===== src/rtl/bcd_serial_addsub.sv =====
// Digit-serial packed-BCD adder/subtractor, one digit per clock, LSD first.
// Subtraction uses 10's complement; a negative result is recomplemented in a second pass.
module bcd_serial_addsub #(
    parameter int DIGITS = 4
) (
    input  logic                clk,
    input  logic                rst,
    input  logic                start,
    input  logic                op,
    input  logic [4*DIGITS-1:0] a,
    input  logic [4*DIGITS-1:0] b,
    output logic                busy,
    output logic                done,
    output logic [4*DIGITS-1:0] result,
    output logic                carry_out,
    output logic                sign,
    output logic                invalid
);

    localparam int W  = 4 * DIGITS;
    localparam int IW = (DIGITS > 1) ? $clog2(DIGITS) : 1;

    typedef enum logic [1:0] {IDLE, PASS1, PASS2, DONE} state_t;

    state_t          state;
    logic [IW-1:0]   idx;
    logic            carry;
    logic            op_q;
    logic [W-1:0]    a_q;
    logic [W-1:0]    b_q;

    logic [3:0]      a_dig;
    logic [3:0]      b_dig;
    logic [3:0]      r_dig;
    logic [4:0]      bd;
    logic [4:0]      s;
    logic [4:0]      t;
    logic [3:0]      sum_dig;
    logic            sum_c;
    logic [3:0]      comp_dig;
    logic            comp_c;
    logic            last;
    logic            start_bad;

    function automatic logic has_bad_digit(input logic [W-1:0] x);
        logic bad;
        bad = 1'b0;
        for (int i = 0; i < DIGITS; i++) begin
            if (x[i*4 +: 4] > 4'd9) bad = 1'b1;
        end
        return bad;
    endfunction

    // carry doubles as the recomplement carry (rc) during PASS2
    always_comb begin
        a_dig    = a_q[{idx, 2'b00} +: 4];
        b_dig    = b_q[{idx, 2'b00} +: 4];
        r_dig    = result[{idx, 2'b00} +: 4];
        bd       = op_q ? (5'd9 - {1'b0, b_dig}) : {1'b0, b_dig};
        s        = {1'b0, a_dig} + bd + {4'b0000, carry};
        sum_dig  = s[3:0];
        sum_c    = 1'b0;
        if (s > 5'd9) begin
            sum_dig = s[3:0] + 4'd6;
            sum_c   = 1'b1;
        end
        t        = 5'd9 - {1'b0, r_dig} + {4'b0000, carry};
        comp_dig = t[3:0];
        comp_c   = 1'b0;
        if (t == 5'd10) begin
            comp_dig = 4'd0;
            comp_c   = 1'b1;
        end
        last      = (idx == IW'(DIGITS - 1));
        start_bad = has_bad_digit(a) | has_bad_digit(b);
    end

    always_ff @(posedge clk) begin
        if (rst) begin
            state     <= IDLE;
            idx       <= '0;
            carry     <= 1'b0;
            op_q      <= 1'b0;
            a_q       <= '0;
            b_q       <= '0;
            busy      <= 1'b0;
            done      <= 1'b0;
            result    <= '0;
            carry_out <= 1'b0;
            sign      <= 1'b0;
            invalid   <= 1'b0;
        end else begin
            case (state)
                IDLE: begin
                    if (start) begin
                        a_q       <= a;
                        b_q       <= b;
                        op_q      <= op;
                        result    <= '0;
                        carry_out <= 1'b0;
                        sign      <= 1'b0;
                        invalid   <= 1'b0;
                        if (start_bad) begin
                            invalid <= 1'b1;
                            done    <= 1'b1;
                            state   <= DONE;
                        end else begin
                            idx   <= '0;
                            carry <= op;
                            busy  <= 1'b1;
                            state <= PASS1;
                        end
                    end
                end
                PASS1: begin
                    result[{idx, 2'b00} +: 4] <= sum_dig;
                    carry <= sum_c;
                    if (last) begin
                        if (!op_q || sum_c) begin
                            carry_out <= ~op_q & sum_c;
                            busy      <= 1'b0;
                            done      <= 1'b1;
                            state     <= DONE;
                        end else begin
                            // no end carry on subtract means a<b: magnitude needs recomplementing
                            sign  <= 1'b1;
                            idx   <= '0;
                            carry <= 1'b1;
                            state <= PASS2;
                        end
                    end else begin
                        idx <= idx + IW'(1);
                    end
                end
                PASS2: begin
                    result[{idx, 2'b00} +: 4] <= comp_dig;
                    carry <= comp_c;
                    if (last) begin
                        busy  <= 1'b0;
                        done  <= 1'b1;
                        state <= DONE;
                    end else begin
                        idx <= idx + IW'(1);
                    end
                end
                DONE: begin
                    done  <= 1'b0;
                    state <= IDLE;
                end
                default: state <= IDLE;
            endcase
        end
    end

endmodule


===== config.mk =====
export PLATFORM = sky130hd
export DESIGN_NAME = bcd_serial_addsub
export DESIGN_NICKNAME = d
export VERILOG_FILES = /design/src/rtl/bcd_serial_addsub.sv
export SDC_FILE = /design/constraint.sdc
export NUM_CORES = 1
export LEC_CHECK = 0
export CORE_MARGIN = 3
export CORE_UTILIZATION = 49
export CTS_CLUSTER_SIZE = 16
export DETAILED_ROUTE_END_ITERATION = 10
export GPL_TIMING_DRIVEN = 0
export HOLD_SLACK_MARGIN = 0.06
export MAX_ROUTING_LAYER = met4
export PLACE_DENSITY = 0.73
export SLEW_MARGIN = 10
export SYNTH_ARGS = -nofsm -noshare
export SYNTH_HDL_FRONTEND = slang
export SYNTH_SLANG_ARGS = --single-unit

===== constraint.sdc =====
create_clock -name clk -period 4.1 [get_ports clk]
set_input_delay 0.82 -clock clk [delete_from_list [all_inputs] [get_ports clk]]
set_output_delay 0.82 -clock clk [all_outputs]
set_load 0.05 [all_outputs]

==> Word level (Yosys, flattened, before mapping) <==
Cells that the tools add are included.
{ "word_totals": {"reg_bits": 59, "wordCells": 120, "in_bits": 36, "out_inout_bits": 21} }
{ "op_classes": {"n_addsub": 8, "bitwise_logic": 3, "reduce_logical": 14, "shifts": 6, "magnitude_cmp": 9, "n_eq_ne": 14, "muxes": 54} }
{ "ops": {"columns": ["op", "count"], "rows": [
  ["$pmux 16 s3", 1],
  ["$shiftx 16x5->4", 3],
  ["$bwmux 16", 2],
  ["$gt 4x4->1 const B", 8],
  ["$shiftx 4x6->16", 2],
  ["$mux 1", 31],
  ["$mux 2", 9],
  ["$mux 16", 1],
  ["$ne 2x2->1 const B", 8],
  ["$shift 4x6->16 const A", 1],
  ["$add 5x1->5", 2],
  ["$reduce_and 5->1", 2],
  ["$sub 4x4->5 const A", 2],
  ["$mux 4", 2],
  ["$pmux 2 s4", 1],
  ["$reduce_and 4->1", 2],
  ["$eq 2x2->1 const B", 3],
  ["$neg 4->6", 1],
  ["$pmux 1 s3", 2],
  ["$pmux 2 s3", 1],
  ["$reduce_and 3->1", 2],
  ["$reduce_and 6->1", 1],
  ["$add 4x5->5", 1],
  ["$eq 5x4->1 const B", 1],
  ["other kinds (17)", 19]
]} }

==> Logic depth before layout (Yosys ltp) <==
Gate-level depths: netlist of run 1.
{ "logic_depth": {"ltp_word": 11, "mapped_depth": 15, "mapped_depth_nobuf": 14} }

==> Least setup slack after synthesis of run 1 <==
No wires, ideal clock.
{ "synth_timing": {"kind": "flip-flop to flip-flop", "from": "register idx[0]", "to": "register result[9]", "arrival_time_ns": 3.943, "path_slack_ns": 0.065, "required_ns": 4.008, "setup_ns": 0.092, "period_less_slack_ns": 4.035, "n_path_buf": 2, "stages_incl_launch_ff": 16, "path_cell_list": "dfxtp_1 -> buf_6 -> buf_1 -> mux4_2 -> xnor2_1 -> fa_1 -> inv_1 -> fa_1 -> xnor2_1 -> ha_1 -> a22oi_1 -> and3_1 -> o21a_1 -> o32ai_4 -> a21oi_1 -> nor4_1"} }
{ "synth_between": {"elab_chain_len": 10, "word_cells_on_any_way": 21, "cone_classes": "7 x add/sub; 1 x order compare; 1 x eq/ne; 6 x shift; 6 x mux"} }
{ "synth_rtl": {"columns": ["item", "line_no", "source"], "rows": [
  ["from (decl)", "26", "logic [IW-1:0] idx;"],
  ["from (signal assigned)", "132", "idx <= idx + IW'(1);"],
  ["from (signal assigned)", "143", "idx <= idx + IW'(1);"],
  ["$shiftx 16x5->4", "57", "b_dig = b_q[{idx, 2'b00} +: 4];"],
  ["$sub 4x4->5", "59", "bd = op_q ? (5'd9 - {1'b0, b_dig}) : {1'b0, b_dig};"],
  ["$mux 5", "59", null],
  ["$add 4x5->5", "60", "s = {1'b0, a_dig} + bd + {4'b0000, carry};"],
  ["$add 5x1->5", "60", null],
  ["$add 4x3->4 or $gt 5x4->1 (tied branches)", "64, 63", null],
  ["$mux 4", "63", "if (s > 5'd9) begin"],
  ["$shiftx 4x6->16", "116", "result[{idx, 2'b00} +: 4] <= sum_dig;"],
  ["$bwmux 16", "116", null],
  ["$pmux 16 s3 *", "93", "case (state)"],
  ["to (signal, indexed assignment)", "116", null],
  ["to (signal, indexed assignment)", "136", "result[{idx, 2'b00} +: 4] <= comp_dig;"],
  ["to (decl)", "14", "output logic [4*DIGITS-1:0] result,"]
]} }
Mark *: on every way between the ends. The rest lies on a longest branch, timed or not.
A chain may end at the register's enable or synchronous reset.

==> Final worst setup path of run 1 <==
{ "layout_timing": {"from": "register idx[0]", "to": "register result[3]"} }
The elaborated chain is that of the path after synthesis.

==> flow_metrics.py, run 1 <==
metrics = {
    "pwr": {
        "powerDensity_nw_per_um2": 547,
        "cellLeakagePower_nw": 1.64,
        "ir_drop_mv": 0.317,
    },
    "routing": {
        "first_pass_iters": 5,
        "vias": 3445,
        "antenna_left": 0,
        "wl_um": 10100,
        "post_drt_wl_per_cell_um": 16.9,
        "vias_per_cell": 5.75,
        "first_iter_violations": 259,
        "drc_errors": 0,
    },
    "floorplanning": {
        "die_x_um": 90.4,
        "core_um2": 6870,
        "start_util": 0.508,
        "fp-row-count": 30,
        "pin_count": 57,
        "fp.dieArea_um2": 8170,
        "fp.dieH_um": 90.4,
    },
    "logic_synthesis": {
        "synth_cell_types": 53,
        "synth-main-ff-cell": "dfxtp_1",
        "ys_ff_latch": 59,
        "synth.top_cell.area_share": 0.338,
        "syn_inst": 431,
        "syn_avg_cell_area_um2": 8.10,
        "synth_top_area_cell": "dfxtp_1",
        "yosysSeqAreaShare": 0.338,
        "synthArstFlopShare": 0,
        "syn-num-nets": 486,
        "ys_warn_count": 0,
        "synth_area_um2": 3490,
        "yosysMostFrequentCell": "nand2_1",
        "yosys-top-cells-count": "83 x nand2_1, 59 x dfxtp_1, 50 x a21oi_1",
        "synth_edf_count": 0,
        "synthTopCellsByArea": "dfxtp_1 34%, nand2_1 8.9%, mux4_2 7.7%",
    },
    "critical_path": {
        "cp_max_fo": 10,
        "crit_type": "flip-flop to flip-flop",
        "worstSetupEndpointType": "flip-flop",
        "arrival_ps": 4160,
        "start_kind": "flip-flop",
        "critical_path_required_ps": 4340,
    },
    "cts": {
        "cts_hold_buf": 0,
        "cts-buffers-inserted": 9,
        "cts.sinks": 59,
        "cts_tree": "built",
        "cts_htree_levels": 3,
        "clk_latency_ps": 360,
        "clockRootBuffer": "clkbuf_8",
        "clk_path_buf_depth": 2,
        "clk_pin_slew_ps": 60,
    },
    "grt": {
        "grt.busiest_layer": "met2",
        "met2_usage": 0.409,
        "grt_usage": 0.255,
        "use_met1": 0.323,
        "grt_pass1_wl_um": 16300,
        "grt_max_degree": 11,
        "overflow": 0,
        "grt.met3_usage": 0.0542,
        "antenna_found_initial": 0,
        "grt_pass1_vias": 3301,
    },
    "status": {
        "outcome": "finished, final reports clean",
    },
    "place": {
        "dp_hpwl_um": 7660,
        "place.gp.congestion": 0.866,
        "port-buffer-count": 56,
        "dpl_cell_area_um2": 4170,
        "placed_cells": 583,
    },
    "cells_and_area": {
        "seqCellArea_um2": 1190,
        "final_area_um2": 4460,
        "multi_input_area_um2": 2190,
        "fillCellCount": 637,
        "diodes": 0,
        "nNetsFinal": 554,
        "finalNonFillerCells": 599,
        "syn_to_final_growth_pct": 27.7,
        "drive_gt1_frac": 0.0994,
    },
    "timing": {
        "setup_viol": 0,
        "finClkSkew_ps": 12.3,
        "worstMarginPinSlew_ps": 583,
        "slew_viol_final": 0,
        "slew_headroom": 0.607,
        "report.final.hold_viol_count": 0,
        "fin_setup_tns_ps": 0,
        "finalCriticalPeriod_ps": 3920,
        "period_share": 0.955,
        "max_freq_ghz": 0.255,
    },
    "worst_hold_path": {
        "hold_path.class": "flip-flop to flip-flop",
    },
    "flow_run": {
        "cap_viol_max_count": 0,
    },
}
[path summary, 6_finish.rpt]
kind / slack, ps / cells past startpoint / startpoint / endpoint
setup / recovery: 180 / 14 / idx[0]$_SDFFE_PP0P_ / result[3]$_SDFFE_PP0P_
hold / removal: 460 / 2 / a_q[12]$_SDFFE_PP0P_ / a_q[12]$_SDFFE_PP0P_
setup reg to reg: 180 / 14 / idx[0]$_SDFFE_PP0P_ / result[3]$_SDFFE_PP0P_
hold reg to reg: 460 / 2 / a_q[12]$_SDFFE_PP0P_ / a_q[12]$_SDFFE_PP0P_
[sequential cells by signal, summed over array words and instances, names as in the netlist]
name and cells:
a_q 16, b_q 16, result 16, idx 2, state 2, busy 1
carry 1, carry_out 1, done 1, invalid 1, op_q 1, sign 1
[placed cells by master (no fill, tap or decap), types with 11 or more instances in the layout]
master           count
dfxtp_1             57
ha_1                17
mux4_2              12
o21ai_0             39
nor3_1              11
nand2_1             83
a21oi_1             47
clkbuf_1            17
clkdlybuf4s50_1     56
inv_1               21
nor2_1              22
[kinds of logic after synthesis]
group	share of synthesized area
AOI/OAI and AO/OA	0.232
DFF	0.338
xor gates and xnor gates	0.0197
buffers and inverters	0.0484
and+or+nand+nor	0.200
adders and majority gates	0.0724
muxes	0.0889
[worst max-delay path: stages, from the launching register on]
cell	delay (ps)
dfxtp_4	380
buf_12	150
buf_8	160
mux4_2	550
xnor2_2	180
fa_2	230
inv_1	50
fa_2	370
a21o_1	180
a21oi_1	330
xnor2_1	240
a31o_1	270
a21oi_2	310
nor3_1	110
o32a_1	290
[through the flow]
stage / util / worst slack [ps] / power [W] / hold WS (ps)
2_1_floorplan: - / 65.0 / 0.00154 / 433
3_3_place_gp: 0.607 / -490 / 0.00182 / 442
3_5_place_dp: 0.607 / -542 / 0.00184 / 445
4_1_cts: 0.638 / 3.92 / 0.00238 / 454
5_1_grt: 0.649 / -28.2 / 0.00260 / 471
6_report: 0.649 / 185 / 0.00244 / 456
[timing repair]
item | in CTS | in global routing
cloned | 0 | 0
endpoints found under the setup margin | 20 | 17
buffers inserted | 0 | 1
pin swaps | 1 | 5
resized for setup | 7 | 14
endpoints found under the hold margin | 0 | 0
[power breakdown]
part,internal [W],switching (W)
logic,0.000442,0.000744
clock network,0.000291,0.000245
registers,0.000662,0.0000558
[area by class of cell]
| cell class | count | share of cell area |
|---|---|---|
| buffer | 22 | 0.0250 |
| inverter | 21 | 0.0177 |
| timing repair buffer | 57 | 0.130 |
| clock buffer | 10 | 0.0309 |
| clock inverter | 5 | 0.0121 |
| multi-input combinational | 329 | 0.491 |
| tap | 96 | 0.0269 |
| sequential | 59 | 0.266 |
[per-layer routing]
metal  wire length [um]  share of wire  up-vias
li1                   -              -     1673
met1               4530           0.45     1633
met2               4910           0.48      123
met3                545          0.054       16
met4                147          0.015        0
met5                  0              0        -
Note: power is estimated with default switching activity, not from simulation.
==> run 2, diff against run 1 <==
CTS_BUF_LIST = sky130_fd_sc_hd__clkbuf_16   (was unset)
==> run 2 against run 1 <==
Register-to-register slack got worse by 30 ps. Non-clock buffer count rose by 3. Sequential share of layout area fell by 0.76 points. Clock power rose by 36%. Utilization rose by 1.8 points. Via count rose by 0.93%. Critical path type unchanged.
==> flow_metrics.py, run 2 (synthesis results as in run 1) <==
metrics = {
    "routing": {
        "vias_per_cell": 5.78,
        "post_drt_wl_per_cell_um": 17.2,
        "wl_um": 10400,
        "drc_errors": 0,
        "antenna_left": 0,
        "first_pass_iters": 4,
        "vias": 3477,
        "first_iter_violations": 280,
    },
    "timing": {
        "setup_viol": 0,
        "finalCriticalPeriod_ps": 3950,
        "period_share": 0.963,
        "fin_setup_tns_ps": 0,
        "finClkSkew_ps": 5.39,
        "slew_viol_final": 0,
        "worstMarginPinSlew_ps": 600,
        "max_freq_ghz": 0.253,
        "fin_ws_ps": 153,
        "slew_headroom": 0.600,
        "report.final.hold_viol_count": 0,
    },
    "place": {
        "preCtsSetupSlack_ps": -542,
        "place.gp.congestion": 0.866,
        "dp_hpwl_um": 7660,
        "port-buffer-count": 56,
    },
    "floorplanning": {
        "fp.dieArea_um2": 8170,
        "pin_count": 57,
        "die_x_um": 90.4,
        "fp.dieH_um": 90.4,
        "core_um2": 6870,
        "start_util": 0.508,
        "fp-row-count": 30,
    },
    "cells_and_area": {
        "diodes": 0,
        "fillCellCount": 607,
        "final_common_cell": "nand2_1",
        "final_cell_mix": "83 x nand2_1, 57 x dfxtp_1, 56 x clkdlybuf4s50_1",
        "seqCellArea_um2": 1180,
        "multi_input_area_um2": 2210,
        "nNetsFinal": 557,
        "drive_gt1_frac": 0.113,
        "reg_top3": "a_q x16, b_q x16, result x16",
        "syn_to_final_growth_pct": 31.2,
    },
    "critical_path": {
        "worstSetupEndpointType": "flip-flop",
        "start_kind": "flip-flop",
        "critical_path_required_ps": 4330,
        "crit_type": "flip-flop to flip-flop",
        "arrival_ps": 4180,
        "cp_max_fo": 7,
    },
    "cts": {
        "cts.sinks": 59,
        "cts_htree_levels": 3,
        "cts_hold_buf": 0,
        "cts_tree": "built",
        "clk_path_buf_depth": 2,
        "clk_latency_ps": 330,
        "cts-buffers-inserted": 9,
        "clk_pin_slew_ps": 50,
        "clockRootBuffer": "clkbuf_16",
    },
    "grt": {
        "antenna_found_initial": 0,
        "grt_pass1_wl_um": 16700,
        "grt_max_degree": 11,
        "grt_pass1_vias": 3404,
        "grt_usage": 0.261,
        "overflow": 0,
    },
    "status": {
        "outcome": "finished, final reports clean",
    },
    "pwr": {
        "cellLeakagePower_nw": 1.69,
        "ir_drop_mv": 0.290,
        "powerDensity_nw_per_um2": 584,
    },
    "worst_hold_path": {
        "hold_path.class": "flip-flop to flip-flop",
    },
    "flow_run": {
        "cap_viol_max_count": 0,
    },
}
[run 2: cell count changes in the layout (fill, tap and decap cells not counted), sizes merged]
cell,before,now
buf,6,8
clkinv,4,5
[run 2: where the power goes]
| part | leakage, nW | total, W | switching, W | internal (W) |
|---|---|---|---|---|
| Clock | 0.142 | 0.000731 | 0.000269 | 0.000462 |
| Sequential | 0.482 | 0.000718 | 0.0000554 | 0.000663 |
| Combinational | 1.06 | 0.00122 | 0.000765 | 0.000460 |
[run 2: per-layer routing]
layer | share of wire | vias up | wire length (um) | GRT usage
li1 | - | 1675 | - | -
met1 | 0.43 | 1652 | 4450 | 0.327
met2 | 0.49 | 132 | 5110 | 0.433
met3 | 0.060 | 18 | 621 | 0.0383
met4 | 0.018 | 0 | 191 | 0.0880
met5 | 0 | - | 0 | -
[run 2: area by class of cell]
cell class	instances	share of cell area
Clock inverter	6	0.0126
Sequential cell	59	0.258
Tap cell	96	0.0262
Buffer	22	0.0229
Timing Repair Buffer	60	0.132
Multi-Input combinational cell	329	0.482
Clock buffer	9	0.0492
Inverter	21	0.0172
[run 2: worst max-delay path, stage by stage (launching register included)]
cell	delay [ps]
dfxtp_2	370
buf_6	130
buf_12	120
mux4_2	550
inv_1	90
ha_1	220
nand2_1	60
o21ai_0	110
ha_1	400
xnor2_2	270
ha_2	250
a22oi_2	80
and3_1	200
o21a_1	210
o32ai_4	400
a21oi_2	120
nor4_2	260
[run 2: what timing repair did]
item,4_1_cts,5_1_grt
setup buffers,2,2
setup endpoints to repair,20,13
gates resized for setup,8,15
gates cloned,0,0
pin swaps,1,8
[run 2: metrics by stage]
| stage | util | total power, W | hold slack (ps) | instance area, um2 | instances |
|---|---|---|---|---|---|
| 2_1_floorplan | - | 0.00154 | 433 | 3490 | 431 |
| 3_3_place_gp | 0.607 | 0.00182 | 442 | 4170 | 583 |
| 3_5_place_dp | 0.607 | 0.00184 | 445 | 4170 | 583 |
| 4_1_cts | 0.656 | 0.00259 | 452 | 4510 | 600 |
| 5_1_grt | 0.667 | 0.00283 | 468 | 4580 | 602 |
| 6_report | 0.667 | 0.00267 | 454 | 4580 | 602 |
[run 2: path summary, 6_finish.rpt]
kind | start | endpoint | slack, ps | cells after the start
worst max-delay path | idx[0]$_SDFFE_PP0P_ | result[5]$_SDFFE_PP0P_ | 150 | 16
worst min register to register | a_q[8]$_SDFFE_PP0P_ | a_q[8]$_SDFFE_PP0P_ | 450 | 2
worst max register to register | idx[0]$_SDFFE_PP0P_ | result[5]$_SDFFE_PP0P_ | 150 | 16
worst min-delay path | a_q[8]$_SDFFE_PP0P_ | a_q[8]$_SDFFE_PP0P_ | 450 | 2
==> run 3, diff against run 2 <==
PLACE_DENSITY = unset   (was 0.73)
PLACE_DENSITY_LB_ADDON = 0.15   (was unset)
==> run 3 against run 2 <==
Die area unchanged. Sequential share of layout area up 0.11 points. Combinational power down 4%. Critical path type unchanged. Non-clock buffer count up 2. Clock skew down 1.3 ps. Critical path depth down 1.
==> flow_metrics.py, run 3 (synthesis results as in run 1) <==
metrics = {
    "cells_and_area": {
        "nNetsFinal": 559,
        "final_cell_mix": "83 x nand2_1, 57 x dfxtp_1, 56 x clkdlybuf4s50_1",
        "reg_top3": "a_q x16, b_q x16, result x16",
        "diodes": 0,
        "finalNonFillerCells": 604,
        "final_common_cell": "nand2_1",
        "fin_util": 0.664,
        "final_area_um2": 4560,
        "syn_to_final_growth_pct": 30.6,
        "drive_gt1_frac": 0.0945,
    },
    "place": {
        "port-buffer-count": 56,
        "dpl_cell_area_um2": 4170,
        "dp_hpwl_um": 7510,
        "placed_cells": 583,
        "place.gp.congestion": 0.981,
    },
    "timing": {
        "period_share": 0.959,
        "report.final.hold_viol_count": 0,
        "finalCriticalPeriod_ps": 3930,
        "finClkSkew_ps": 4.12,
        "slew_headroom": 0.606,
        "rsz0062_at_grt": "false",
        "max_freq_ghz": 0.254,
        "worstMarginPinSlew_ps": 590,
        "setup_viol": 0,
        "slew_viol_final": 0,
    },
    "cts": {
        "clk_pin_slew_ps": 50,
        "clk_path_buf_depth": 2,
        "cts_htree_levels": 3,
        "clk_latency_ps": 330,
        "cts_hold_buf": 0,
        "cts.sinks": 59,
        "cts-buffers-inserted": 9,
        "clockRootBuffer": "clkbuf_16",
        "cts_tree": "built",
    },
    "critical_path": {
        "arrival_ps": 4150,
        "crit_chain": "buf_6, buf_8, mux4_2, xnor2_2, fa_2, inv_1, fa_1, xnor2_2, ha_2, a22oi_1, and3_1, o21a_1, o32ai_4, a21oi_1, nor4_1",
        "critPathMaxStageDelay_ps": 540,
        "critical_path_required_ps": 4320,
        "crit_buf_inv": 3,
        "cp_slowest_cell": "mux4_2",
        "crit_type": "flip-flop to flip-flop",
        "start_kind": "flip-flop",
        "crit_family": "adder cells",
        "worstSetupEndpointType": "flip-flop",
        "cp_max_fo": 10,
        "crit_top_cell": "xnor2_2",
    },
    "floorplanning": {
        "fp.dieH_um": 90.4,
        "die_x_um": 90.4,
        "fp-row-count": 30,
        "pin_count": 57,
        "core_um2": 6870,
        "start_util": 0.508,
        "fp.dieArea_um2": 8170,
    },
    "routing": {
        "first_iter_violations": 259,
        "wl_um": 10000,
        "antenna_left": 0,
        "post_drt_wl_per_cell_um": 16.6,
        "drc_errors": 0,
        "vias": 3526,
        "vias_per_cell": 5.84,
        "first_pass_iters": 8,
    },
    "worst_hold_path": {
        "hold_path.class": "flip-flop to flip-flop",
    },
    "pwr": {
        "swShare": 0.393,
        "switching_power_w": 0.00105,
        "cellLeakagePower_nw": 1.70,
        "internal_power_w": 0.00163,
        "p_seq_frac": 0.268,
        "power_frac_comb": 0.438,
        "ir_drop_mv": 0.307,
        "powerDensity_nw_per_um2": 588,
        "p_clk_frac": 0.294,
    },
    "status": {
        "outcome": "finished, final reports clean",
    },
    "grt": {
        "grt_pass1_vias": 3424,
        "grt_max_degree": 11,
        "grt_pass1_wl_um": 16800,
        "grt_usage": 0.264,
        "antenna_found_initial": 0,
        "overflow": 0,
    },
    "flow_run": {
        "cap_viol_max_count": 0,
    },
}
[run 3: changes by cell type in the layout (fill, tap and decap cells not counted), moves of 3 or more]
cell | previous run | this run
nor4_2 | 3 | 0
nor4_1 | 0 | 3
buf_4 | 3 | 6
a21oi_1 | 46 | 50
a21oi_2 | 5 | 1
[run 3: final cells by class]
cell class,instances,area [um2]
buffer,22,105
clock buffer,9,225
clock inverter,6,81.3
fill,605,2310
inverter,21,78.8
multi-input combinational,329,2160
sequential,59,1180
tap,96,120
timing repair buffer,62,606
[run 3: path summary, 6_finish.rpt]
check | from | end | slack [ps] | cells past startpoint
min | a_q[9]$_SDFFE_PP0P_ | a_q[9]$_SDFFE_PP0P_ | 450 | 2
max reg2reg | idx[0]$_SDFFE_PP0P_ | result[13]$_SDFFE_PP0P_ | 170 | 15
max | idx[0]$_SDFFE_PP0P_ | result[13]$_SDFFE_PP0P_ | 170 | 15
min reg2reg | a_q[9]$_SDFFE_PP0P_ | a_q[9]$_SDFFE_PP0P_ | 450 | 2
[run 3: worst min-delay path, cell delays in order (launching register included)]
cell	delay, ps
dfxtp_1	300
nand2_1	50
a21oi_1	50
[run 3: repair_timing]
item | 4_1_cts | 5_1_grt
endpoints found under the setup margin | 20 | 6
gates resized for setup | 8 | 4
setup buffers | 3 | 3
pin swaps | 2 | 3
[run 3: through the flow]
stage	power (W)	hold slack [ps]	TNS, ps	worst slack, ps
2_1_floorplan	0.00154	433	0	65.0
3_3_place_gp	0.00182	439	-6530	-571
3_5_place_dp	0.00184	446	-7220	-621
4_1_cts	0.00264	453	0	38.3
5_1_grt	0.00286	480	0	0.613
6_report	0.00268	453	0	168
[run 3: metal layers]
metal / share of wire / track usage
met4: 0.016 / 0.0740
met5: 0 / -
met2: 0.45 / 0.389
met3: 0.056 / 0.0608
met1: 0.48 / 0.364
[run 3: power groups by stage]
stage	sequential [W]	combinational (W)	clock [W]
after floorplan	0.000766	0.000772	0
after detailed placement	0.000728	0.00111	0
after global placement	0.000725	0.00110	0
final	0.000718	0.00117	0.000789
after CTS	0.000718	0.00113	0.000792
after global routing	0.000726	0.00131	0.000823
==> edit 1: new RTL, flow settings as in run 2 <==
The 4 states of `state_t` get a Gray code encoding in 2 bits.
--- a/src/rtl/bcd_serial_addsub.sv
+++ b/src/rtl/bcd_serial_addsub.sv
@@ -20,7 +20,7 @@
     localparam int W  = 4 * DIGITS;
     localparam int IW = (DIGITS > 1) ? $clog2(DIGITS) : 1;
 
-    typedef enum logic [1:0] {IDLE, PASS1, PASS2, DONE} state_t;
+    typedef enum logic [1:0] {IDLE = 2'b00, PASS1 = 2'b01, PASS2 = 2'b11, DONE = 2'b10} state_t;
 
     state_t          state;
     logic [IW-1:0]   idx;
Check against the original RTL: no difference found for any inputs over 10 cycles, from zero or initial values and one cycle with rst high; not proved beyond that.
==> edit 1 against run 2 <==
Sequential cell count is the same. Worst setup slack gained 0.027 ns. Core utilization grew 1.7 points. Highest routed layer unchanged. Routed wire length grew 3.2%. Global-route usage grew 1.1 points. Via count grew 1.0%. Fmax grew 0.68%. Die area shrank 1.3%. Non-clock buffer count shrank 1. Final area shrank 2.0%. Area after synthesis shrank 1.4%.
Power is not compared: it rests on default switching activity, and its combinational part moved more than twofold at a synthesized area within 25%.
==> edit 1: results (changes against run 2) <==
Outcome
  – Outcome: complete, no violations

Worst setup path
  – Crit path max fanout: 10 (+3)
  – Worst path max stage delay: 0.59 ns (+0.04 ns)
  – CP delay by family, top: adder cells
  – Slowest CP cell: dfxtp_1
  – WP data arrival: 4.17 ns (about the same)

Synth
  – Post-Synth Adder-Cell Area: 6.250% (-0.99 points)
  – Distinct cells, synth: 56 (+5.7%)
  – Synthesized-area fraction occupied by ao, oa, aoi and oai cells: 22.13% (-1.1 points)
  – Most instantiated cells after synthesis: nand2_1 (91), dfxtp_1 (59), a21oi_1 (50)
  – Gate Count Post-Synth: 426 (-1.2%)
  – Async SR Flop Fraction: 0% (unchanged)
  – Top cells by area, synth: dfxtp_1 (34%), nand2_1 (9.9%), a21oi_1 (7.3%)
  – Mux contribution to synthesized area: 9.121% (+0.23 points)
  – Ys flop type: dfxtp_1
  – Post-synthesis xor/xnor area fraction: 1.526% (-0.45 points)
  – Seq/Total Area, Yosys: 34.30% (+0.47 points)
  – Syn nets: 478 (-1.6%)

Routing
  – Drt total wl: 10700 µm (+3.2%)
  – M1 WL: 4936 µm (+11%)
  – DRT Pass-1 Iters: 5 (+1)
  – DRT iter0 DRCs: 337 (+20%)
  – DR WL met2: 4756 µm (-6.9%)
  – Via count: 3513 (+1.0%)
  – Met3 WL post-DR: 897 µm (+44%)

Global routing
  – Met1 Resource Use GR: 38.87% (+6.2 points)
  – Global Route Usage Sum: 27.17% (+1.1 points)
  – First-pass GRT wire length: 16980 µm (+1.9%)
  – Initial antenna violation count: 0 (unchanged)
  – Met2 global-route usage: 39.91% (-3.4 points)
  – M3 GR Usage: 4.841% (+1.0 points)
  – Pin count of the biggest net entering global routing: 12 (+1)
  – Vias in the first global route: 3225 (-5.3%)

Final layout
  – ANT cells: 0 (unchanged)
  – Share of layout cells above drive strength 1: 10.02% (-1.2 points)
  – Top Registers: a_q x16, b_q x16, result x16
  – Nets: 546 (-2.0%)
  – Layout Cells excl Fill: 592 (-1.7%)

Timing
  – Max Clock Skew: 0.005678 ns (+0.0002834 ns)
  – Slew HR: 39.25% (-21 points)

Clock network
  – Worst skew pair latency: 0.33 ns (about the same)
  – Post-CTS Setup Inserts: 2 (unchanged)
  – Post-CTS Resized: 10 (+2)

Placed design
  – Dpl hpwl: 8117 µm (+5.9%)
  – Pre-CTS setup slack: -0.5130 ns (+0.02907 ns)
  – Port Buffers: 55 (-1.8%)
  – RePlAce Congestion: 0.9436 (+8.9%)
  – Placed cell area: 4110 µm² (-1.5%)
  – Placed Cells: 574 (-1.5%)

Pwr
  – Tot Pwr: between 1.5 and 2 mW
[edit 1: changes by cell type after synthesis, moves of 6 or more]
cell             run 2  this run
nand2_1             83        91
o21ai_0             39        24
and2_1               8         2
a211oi_1             1         8
a32oi_1              0         6
nand3_1              5        16
[edit 1: final cells by class]
cell class | count | area [µm²]
inverter | 16 | 60.06
clock inverter | 7 | 70.07
clock buffer | 9 | 225.2
buffer | 24 | 122.6
sequential | 59 | 1182
multi-input combinational | 327 | 2148
tap | 93 | 116.4
fill | 561 | 2077
timing repair buffer | 57 | 565.5
[edit 1: worst paths after layout]
check	start	endpoint	slack [ns]	depth (start not counted)
worst max-delay path	idx[1]$_SDFFE_PP0P_	idx[1]$_SDFFE_PP0P_	0.18	13
worst min-delay path	b_q[1]$_SDFFE_PP0P_	b_q[1]$_SDFFE_PP0P_	0.45	2
worst max register to register	idx[1]$_SDFFE_PP0P_	idx[1]$_SDFFE_PP0P_	0.18	13
worst min register to register	b_q[1]$_SDFFE_PP0P_	b_q[1]$_SDFFE_PP0P_	0.45	2
==> edit 2: new RTL, config.mk and constraints of run 2 <==
Made on the original files. Change the parameter `DIGITS` from 4 to 8.
--- a/src/rtl/bcd_serial_addsub.sv
+++ b/src/rtl/bcd_serial_addsub.sv
@@ -1,7 +1,7 @@
 // Digit-serial packed-BCD adder/subtractor, one digit per clock, LSD first.
 // Subtraction uses 10's complement; a negative result is recomplemented in a second pass.
 module bcd_serial_addsub #(
-    parameter int DIGITS = 4
+    parameter int DIGITS = 8
 ) (
     input  logic                clk,
     input  logic                rst,
Interface: changed (resized a, b and result); port bits go from 57 to 105. The function was not compared with the original's and may differ.
==> edit 2 against run 2 <==
The run now ends with setup timing left. Via count up 83%. Power up 69%. Final area up 79%. Sequential cell count up 49. Routed wire length up 99%. Critical path depth unchanged. Worst setup slack worse by 0.34 ns. Area after synthesis up 73%.
==> edit 2: results (changes against run 2) <==
Synth
  – Syn nets: 844 (+74%)
  – Most instantiated cells after synthesis: nand2_1 (179), dfxtp_1 (108), a21oi_1 (106)
  – Top cells by area, synth: dfxtp_1 (36%), nand2_1 (11%), a21oi_1 (8.8%)
  – Gate Count Post-Synth: 756 (+75%)
  – Distinct cells, synth: 64 (+21%)

Global routing
  – Met2 global-route usage: 48.12% (+4.8 points)
  – Vias in the first global route: 5954 (+75%)
  – Pin count of the biggest net entering global routing: 20 (+9)
  – Met1 Resource Use GR: 40.63% (+7.9 points)
  – Global Route Usage Sum: 31.02% (+4.9 points)
  – First-pass GRT wire length: 31470 µm (+89%)
  – M3 GR Usage: 8.586% (+4.8 points)

Routing
  – DRT Pass-1 Iters: 5 (+1)
  – Highest metal used: met4
  – Vias per inst: 6.093 (+5.5%)
  – DRT iter0 DRCs: 600 (+110%)
  – M1 WL: 8591 µm (+93%)
  – Drt total wl: 20690 µm (+99%)
  – Met3 WL post-DR: 1994 µm (+220%)

Placed design
  – Pre-CTS setup slack: -0.8000 ns (-0.2579 ns)
  – Dpl hpwl: 15160 µm (+98%)
  – Placed cell area: 7293 µm² (+75%)
  – Port Buffers: 104 (+86%)
  – RePlAce Congestion: 0.9671 (+12%)

Timing
  – Max Clock Skew: 0.01032 ns (+0.004927 ns)
  – Setup ws final: -0.1837 ns (-0.3363 ns)
  – Tightest Pin Transition: 0.8800 ns (+0.2801 ns)
  – Worst hold slack: 0.4557 ns (+0.001895 ns)
  – Final setup viols: 19 (+19)
  – Setup_tns: -2.162 ns (-2.162 ns)

Final layout
  – Share of layout cells above drive strength 1: 14.67% (+3.4 points)
  – Filler cell count: 945 (+56%)
  – Top Registers: a_q x32, b_q x32, result x32
  – Layout Cells excl Fill: 1043 (+73%)
  – Nets: 983 (+76%)

Pwr
  – Leakage: 2.915 nW (+73%)
  – VDD IR-drop max: 336.9 µV (+16%)
  – Net switching fraction of the power: 44.08% (+3.3 points)
  – Flop pwr share: 28.2% (+1.3 points)
  – Switching power: 1.994 mW (+83%)
  – Clk network pwr share: 18.8% (-8.5 points)

Clock network
  – Clock Pin Slew Worst Setup and Hold Paths: 0.08 ns (+0.03 ns)
  – Worst skew pair latency: 0.36 ns (+0.03 ns)

Worst setup path
  – CP Capture Point: result[2]$_SDFFE_PP0P_
  – Crit path max fanout: 5 (-2)
  – WP data arrival: 4.54 ns (+0.36 ns)
  – R2R cell count: 16 (unchanged)

Min path
  – Hold endpoint: a_q[31]$_SDFFE_PP0P_
  – Hold path start: a_q[31]$_SDFFE_PP0P_

Outcome
  – Failing checks: setup timing
  – Outcome: finished with violations
==> edit 2: cell type report <==
type,count,area (µm²),share of cell area [%]
Tap cell,143,178.9,2.180
Buffer,47,230.2,2.804
Timing Repair Buffer,130,1286,15.67
Clock inverter,7,63.81,0.7773
Multi-Input combinational cell,581,3988,48.57
Sequential cell,108,2167,26.40
Clock buffer,9,225.2,2.743
Inverter,18,70.07,0.8535
==> edit 2: kinds of logic after synthesis <==
| kind of cell | count (synthesis) | share of synthesized area [%] |
|---|---|---|
| DFF | 108 | 35.90 |
| adders and majority gates | 20 | 4.405 |
| xor gates and xnor gates | 5 | 0.7273 |
| and+or+nand+nor | 297 | 21.46 |
| muxes | 42 | 12.24 |
| buffers and inverters | 67 | 4.280 |
| AOI/OAI and AO/OA | 217 | 20.99 |
==> edit 2: what timing repair did <==
item	4_1_cts	5_1_grt
endpoints found under the setup margin	33	33
pin swaps	19	32
setup buffers	19	9
resized for setup	67	45
